$ cat config.mk
export PLATFORM = sky130hd
export DESIGN_NAME = cdc_fifo_tt
export DESIGN_NICKNAME = d
export VERILOG_FILES = /design/src/rtl/cdc_fifo_tt.sv
export SDC_FILE = /design/constraint.sdc
export NUM_CORES = 1
export LEC_CHECK = 0
export CAP_MARGIN = 15
export CORE_MARGIN = 4
export CORE_UTILIZATION = 60
export DETAILED_ROUTE_END_ITERATION = 12
export PLACE_DENSITY = 0.88
export SKIP_LAST_GASP = 1
export SLEW_MARGIN = 20
export SYNTH_ARGS = -nofsm -noshare
export SYNTH_HDL_FRONTEND = slang
export SYNTH_SLANG_ARGS = --single-unit
$ cat constraint.sdc
create_clock -name clk -period 7.8 [get_ports clk]
set_input_delay 1.56 -clock clk [delete_from_list [all_inputs] [get_ports clk]]
set_output_delay 1.56 -clock clk [all_outputs]
set_load 0.01 [all_outputs]
$ cat src/rtl/cdc_fifo_tt.sv
// rtl/cdc_fifo_tt.sv - 8x8 Gray-pointer FIFO with a clock-enabled slow read side
module cdc_fifo_tt (
    input  logic       clk,
    input  logic       rst_n,
    input  logic       ena,
    input  logic [7:0] ui_in,
    input  logic [7:0] uio_in,
    output logic [7:0] uo_out,
    output logic [7:0] uio_out,
    output logic [7:0] uio_oe
);
    localparam int DW   = 8;
    localparam int AW   = 3;
    localparam int SYNC = 2;

    logic          wr_en;
    logic          rd_en;
    logic [1:0]    rd_div;
    logic          unused_uio;

    logic [2:0]    cnt;
    logic          rd_tick;

    logic [DW-1:0] mem [2**AW];

    logic [AW:0]   wbin, wgray, wbin_next, wgray_next;
    logic [AW:0]   rbin, rgray, rbin_next, rgray_next;
    logic [AW:0]   wq [SYNC];
    logic [AW:0]   rq [SYNC];
    logic [AW:0]   wq2, rq2;

    logic          full, empty, overflow, underflow;
    logic          wr_ok, rd_ok;

    assign wr_en      = ena & uio_in[0];
    assign rd_en      = ena & uio_in[1];
    assign rd_div     = uio_in[3:2];
    assign unused_uio = &{1'b0, uio_in[7:4]};

    assign uio_out = {underflow, overflow, empty, full, 4'b0000};
    assign uio_oe  = 8'hF0;

    always_ff @(posedge clk or negedge rst_n) begin
        if (!rst_n) begin
            cnt <= '0;
        end else begin
            cnt <= cnt + 3'd1;
        end
    end

    always_comb begin
        rd_tick = 1'b0;
        case (rd_div)
            2'd0:    rd_tick = 1'b1;
            2'd1:    rd_tick = cnt[0];
            2'd2:    rd_tick = &cnt[1:0];
            default: rd_tick = &cnt;
        endcase
    end

    assign wq2 = wq[SYNC-1];
    assign rq2 = rq[SYNC-1];

    assign wr_ok      = wr_en & ~full;
    assign wbin_next  = wbin + {{AW{1'b0}}, wr_ok};
    assign wgray_next = wbin_next ^ (wbin_next >> 1);

    assign rd_ok      = rd_tick & rd_en & ~empty;
    assign rbin_next  = rbin + {{AW{1'b0}}, rd_ok};
    assign rgray_next = rbin_next ^ (rbin_next >> 1);

    // Storage carries no reset; pointers alone define what is valid.
    always_ff @(posedge clk) begin
        if (wr_ok) begin
            mem[wbin[AW-1:0]] <= ui_in;
        end
    end

    always_ff @(posedge clk or negedge rst_n) begin
        if (!rst_n) begin
            wbin     <= '0;
            wgray    <= '0;
            full     <= 1'b0;
            overflow <= 1'b0;
            for (int i = 0; i < SYNC; i++) begin
                rq[i] <= '0;
            end
        end else begin
            wbin  <= wbin_next;
            wgray <= wgray_next;
            // Full when the write pointer has lapped the synchronized read pointer.
            full  <= (wgray_next == {~rq2[AW:AW-1], rq2[AW-2:0]});
            if (wr_en && full) begin
                overflow <= 1'b1;
            end
            rq[0] <= rgray;
            for (int i = 1; i < SYNC; i++) begin
                rq[i] <= rq[i-1];
            end
        end
    end

    // Read side advances only on rd_tick, including its view of the write pointer.
    always_ff @(posedge clk or negedge rst_n) begin
        if (!rst_n) begin
            rbin      <= '0;
            rgray     <= '0;
            empty     <= 1'b1;
            underflow <= 1'b0;
            uo_out    <= '0;
            for (int i = 0; i < SYNC; i++) begin
                wq[i] <= '0;
            end
        end else if (rd_tick) begin
            rbin  <= rbin_next;
            rgray <= rgray_next;
            empty <= (rgray_next == wq2);
            if (rd_ok) begin
                uo_out <= mem[rbin[AW-1:0]];
            end
            if (rd_en && empty) begin
                underflow <= 1'b1;
            end
            wq[0] <= wgray;
            for (int i = 1; i < SYNC; i++) begin
                wq[i] <= wq[i-1];
            end
        end
    end
endmodule

==> results of run 1 <==
per-layer routing:
layer / wire length (um) / share of wire (%)
met1: 3010 / 41
met2: 3810 / 52
met3: 388 / 5.3
met4: 136 / 1.9
met5: 0 / 0
registers in the layout, summed over array words and instances (netlist names), 3 cells and up:
name,flops
cnt,3
mem,64
rbin,4
rgray,3
rq,4
rq2,4
uo_out,8
wbin,4
wgray,3
wq,4
wq2,4
synthesized netlist by cell type (all sizes together):
| master | number |
|---|---|
| edfxtp | 64 |
| dfrtp | 44 |
| nand2 | 38 |
| buf | 24 |
| mux4 | 16 |
| nor2 | 16 |
| xnor2 | 11 |
| a21oi | 9 |
| mux2i | 9 |
| xor2 | 9 |
| ha | 6 |
| nand3 | 3 |
| o21ai | 3 |
| conb | 2 |
| nor3 | 2 |
| a211oi | 1 |
| a21boi | 1 |
| a21o | 1 |
| a31o | 1 |
| a41o | 1 |
| clkbuf | 1 |
| dfstp | 1 |
| inv | 1 |
| nand2b | 1 |
| nand3b | 1 |
| nor3b | 1 |
| nor4 | 1 |
| o31ai | 1 |
| or2b | 1 |
| or3 | 1 |
| xnor3 | 1 |
per-stage QoR:
step	total power [mW]	util, %	hold WS [ns]	area [um^2]	cells
after floorplan	1.14	-	0.331	4380	282
after global placement	1.24	66.6	0.336	4600	381
after detailed placement	1.27	66.6	0.339	4600	381
after CTS	1.60	69.5	0.361	4800	397
after global routing	1.67	69.7	0.364	4820	397
final	1.58	69.7	0.357	4820	397
power breakdown:
group          total [mW]  switching (mW)  internal [mW]
combinational       0.409           0.177          0.232
clock               0.331           0.203          0.127
sequential          0.843           0.111          0.732
cells by family after synthesis:
logic type,after synthesis
buf+inv,26
xor+xnor,21
mux,25
fa+ha+maj,6
compound gates,18
simple gates,65
other cells,2
flops,109
area by class of cell:
type / count / area (um^2) / area share (%)
flip-flops and latches: 109 / 3050 / 63.3
multi-input cells: 147 / 1170 / 24.3
repair buffers: 28 / 273 / 5.66
clock buffers: 9 / 124 / 2.57
well taps: 96 / 120 / 2.49
clock inverters: 7 / 75.1 / 1.56
inverters: 1 / 3.75 / 0.0779
final timing paths:
path                                        end  cells past startpoint             start
setup reg to reg              empty$_DFFE_PN1P_                     10  cnt[0]$_DFF_PN0_
setup / recovery              empty$_DFFE_PN1P_                      9         uio_in[3]
hold reg to reg                rq2[2]$_DFF_PN0_                      0   rq[6]$_DFF_PN0_
max in group asynchronous   rbin[0]$_DFFE_PN0P_                      1             rst_n
hold / removal                 rq2[2]$_DFF_PN0_                      0   rq[6]$_DFF_PN0_
min in group asynchronous  rgray[1]$_DFFE_PN0P_                      1             rst_n
cell usage in the layout (no fill, tap or decap), drive strengths merged, types with 2 or more instances in the layout:
cell	n
buf	3
xnor2	11
nor3	2
clkbuf	9
mux4	16
dfrtp	44
conb	12
ha	6
a21oi	9
nand2	38
o21ai	3
mux2i	9
xor2	9
clkinv	2
nor2	16
inv	5
edfxtp	64
clkdlybuf4s50	25
nand3	3
==> metrics, run 1 <==
outcome=completed; hold_buf cts=0; Compound-Gate Fraction of Synth Area=2.62%; Worst EP arrival=4.40 ns; worst vdd ir=0.144 mV; Post-Synth Simple-Gate Area=6.19%; Synth top area share=44.2%; Synth area leader=edfxtp_1; largest family of logic cells by synthesized area=multiplexers; Max-cap violations=0; Core Area=0.00691 mm^2; post-synthesis average cell area=16.0 um^2; crit start category=input pin; critical path cell sequence=clkdlybuf4s50_1, nor3b_1, a211oi_4, ha_1, ha_1, xnor2_1, xor2_1, nand3_1, o31ai_1; CTS buffer count=9; leading post-synthesis cells by cell area=edfxtp_1, dfrtp_1, mux4_2, buf_4, nand2_1; critical path required time=8.09 ns; first-pass GRT wire length=11,800 um; # fillers=471; Setup CP Type=input pin to flip-flop; Final ANT Viol Nets=0; input/output buffers=26; CTS sink cnt=109; root buffer cell=clkbuf_8; Post-CTS Resized=0; Post-CTS Setup Inserts=0; f_max=0.243 GHz; CP dominant cell by count=ha_1; Starting Density=62.9%; synthesis-stage register bit count=109; busiest grt layer=met2; deepest clock path buffer count=2; RSZ-0062 raised after global routing=false; worst-margin pin slew=0.913 ns; vias in the first global route=2,216; CP endpoint kind=flip-flop; Vias=2,169; HPWL Detailed=4680 um; setup TNS=0 ns; initial antenna violation count=0; gpl congestion=0.708; Worst path slowest cell=a211oi_4; DRC viols=0; met1 Usage GRT=24.9%; TritonRoute pass-1 iters=4; Top-Level Pins=43; YS warnings=0; Die H=93.1 um; Syn Inst Count=272; Top Family by Delay on Critical Path=compound AO/OA/AOI/OAI gates; Std-Cell Rows=30; Layout area overhead=10.8%; Tmin final=4.12 ns; pin count of the biggest net entering global routing=46; drt wl/cell=18.5 um; largest fanout on the critical path=17; sequential share of the synthesized area=70.2%; buffers plus inverters on the worst setup path=1; Crit path largest cell delay=0.70 ns; grt ovf=0; Tcrit/Tclk final=52.8%; Worst Hold Class=flip-flop to flip-flop; Clock Skew=0.0203 ns; fin nets=321; chip width=93.1 um; vias per cell=5.46; synthesized area=0.00435 mm^2; final hold vios=0; DRT iter0 DRCs=141; final setup fails=0; worst skew pair latency=0.37 ns; Yosys cell types=33; Adder-Cell Fraction of Synth Area=1.73%; Max H-tree Level=3; Total GRT Usage=18.8%; fraction of layout cells with a size suffix above 1=13.6%; Pwr Density=329 mW/mm^2; post-synthesis mux area share=10.4%; leak pwr=1.83 nW; Worst Setup Slack, final=3.68 ns; # diodes=0; met3 usage=3.22%; Final Max Slew Viols=0; clock-pin slew on the worst setup and hold paths=0.10 ns; xor/xnor share of the synthesized area=4.72%; pre-CTS setup slack=3.06 ns; die area=0.00867 mm^2; total wire length=7340 um; R2R Setup Slk=4.71 ns; CTS tree=yes; met2 Resource Use GR=30.4%; Max-slew headroom=38.9%
Power figures use the tool's default switching activity.
==> run 2: changes to the inputs <==
--- a/config.mk
+++ b/config.mk
@@ -7,9 +7,9 @@
 export LEC_CHECK = 0
 export CAP_MARGIN = 15
 export CORE_MARGIN = 4
-export CORE_UTILIZATION = 60
+export CORE_UTILIZATION = 51
 export DETAILED_ROUTE_END_ITERATION = 12
-export PLACE_DENSITY = 0.88
+export PLACE_DENSITY = 0.8
 export SKIP_LAST_GASP = 1
 export SLEW_MARGIN = 20
 export SYNTH_ARGS = -nofsm -noshare
==> constraint.sdc (replaced) <==
create_clock -name clk -period 3.55 [get_ports clk]
set_input_delay 0.71 -clock clk [delete_from_list [all_inputs] [get_ports clk]]
set_output_delay 0.71 -clock clk [all_outputs]
set_load 0.01 [all_outputs]
==> metrics, run 2 (synthesized netlist as in run 1, its figures left out) <==
Final Non-Filler Cells=417; area of the multi-input gates=0.00116 mm^2; Layout area overhead=12.7%; vias in the first global route=2,177; largest fanout on the critical path=4; initial antenna violation count=0; Worst EP arrival=2.96 ns; CP endpoint kind=flip-flop; input/output buffers=26; Clock Skew=0.0129 ns; most common cell after layout, fill and taps aside=edfxtp_1; Setup CP Type=input pin to flip-flop; Sw Ratio=30.1%; Design Area, Final=0.00490 mm^2; CTS sink cnt=109; Std-Cell Rows=33; DRC viols=0; Post-CTS Resized=0; TritonRoute pass-1 iters=4; Worst Hold Class=input pin to async pin; first-pass GRT wire length=11,600 um; flip-flop and latch area=0.00305 mm^2; Int Pwr=2.45 mW; hold_buf cts=0; combinational share of power=28.6%; chip width=100 um; setup TNS=0 ns; Max-cap violations=0; die area=0.0101 mm^2; # diodes=0; Max H-tree Level=3; # fillers=618; Vias=2,170; grt ovf=0; Core Area=0.00826 mm^2; outcome=completed; Total GRT Usage=15.8%; Tcrit/Tclk final=76.7%; cell count after placement=401; vias per cell=5.20; critical path required time=3.79 ns; worst skew pair latency=0.37 ns; Net Sw Power=1.06 mW; Worst Setup Slack, final=0.829 ns; met3 WL post-DR=376 um; worst vdd ir=0.365 mV; Starting Density=52.6%; worst-margin pin slew=0.661 ns; HPWL Detailed=4730 um; Max-slew headroom=55.9%; Hold Slack=0.313 ns; commonest cells after routing, fill and taps aside=edfxtp_1, dfrtp_1, nand2_1; deepest clock path buffer count=2; top sig layer=met4; drt wl/cell=17.2 um; met2 WL=3710 um; DRT iter0 DRCs=101; Post-CTS Setup Inserts=0; fin nets=332; final setup fails=0; Die H=100 um; Top-Level Pins=43; RSZ-0062 raised after global routing=false; Final ANT Viol Nets=0; crit start category=input pin; final hold vios=0; pre-CTS setup slack=0.435 ns; total wire length=7190 um; fraction of layout cells with a size suffix above 1=16.0%; metal1 wirelength=2990 um; root buffer cell=clkbuf_8; Pwr Density=716 mW/mm^2; Placed Area=0.00470 mm^2; leak pwr=1.90 nW; gpl congestion=0.726; Flop pwr share=50.6%; clock-pin slew on the worst setup and hold paths=0.11 ns; CTS tree=yes; Clk network pwr share=20.8%; Tmin final=2.72 ns; CTS buffer count=9; Largest register FFs=64; Final Max Slew Viols=0; pin count of the biggest net entering global routing=46; f_max=0.367 GHz
run 2: final timing paths:
kind,endpoint,startpoint,slack (ns),depth (start not counted)
max in group asynchronous,uo_out[7]$_DFFE_PN0P_,rst_n,2.84,1
max reg2reg,empty$_DFFE_PN1P_,cnt[0]$_DFF_PN0_,0.98,10
max,full$_DFF_PN0_,ena,0.83,9
min in group clk,rq2[3]$_DFF_PN0_,rq[7]$_DFF_PN0_,0.36,0
min reg2reg,rq2[3]$_DFF_PN0_,rq[7]$_DFF_PN0_,0.36,0
min,rq[6]$_DFF_PN0_,rst_n,0.31,1
run 2: cell type report:
cell class / instances / area share (%)
timing repair buffer: 39 / 7.26
inverter: 1 / 0.0766
multi-input combinational: 147 / 23.7
sequential: 109 / 62.3
clock inverter: 6 / 1.02
tap: 105 / 2.68
clock buffer: 10 / 3.04
run 2: routing by layer:
layer	GRT usage [%]	vias to the layer above
li1	-	1023
met1	20.9	1084
met2	26.1	53
met3	3.34	10
met4	5.91	0
met5	0	-
run 2: power groups by stage:
stage	combinational, mW	clock, mW	sequential, mW
floorplan	0.740	0	1.76
global placement	0.986	0	1.79
detailed placement	1.02	0	1.80
CTS	1.03	0.754	1.78
global route	1.10	0.815	1.81
finish	1.00	0.730	1.77
run 2: stage by stage:
| step | power (mW) | utilization, % |
|---|---|---|
| finish | 3.50 | 59.3 |
| global route | 3.72 | 59.3 |
| CTS | 3.56 | 59.3 |
| detailed placement | 2.82 | 56.9 |
| global placement | 2.77 | 56.9 |
| floorplan | 2.50 | - |
run 2: worst max-delay path, cell delays in order:
cell and delay, ns:
clkdlybuf4s50_1 0.58, nand2_1 0.09, nor2_1 0.13, ha_1 0.18, ha_1 0.21, xor2_2 0.24
xnor3_1 0.40, xnor2_1 0.15, nor4_1 0.27
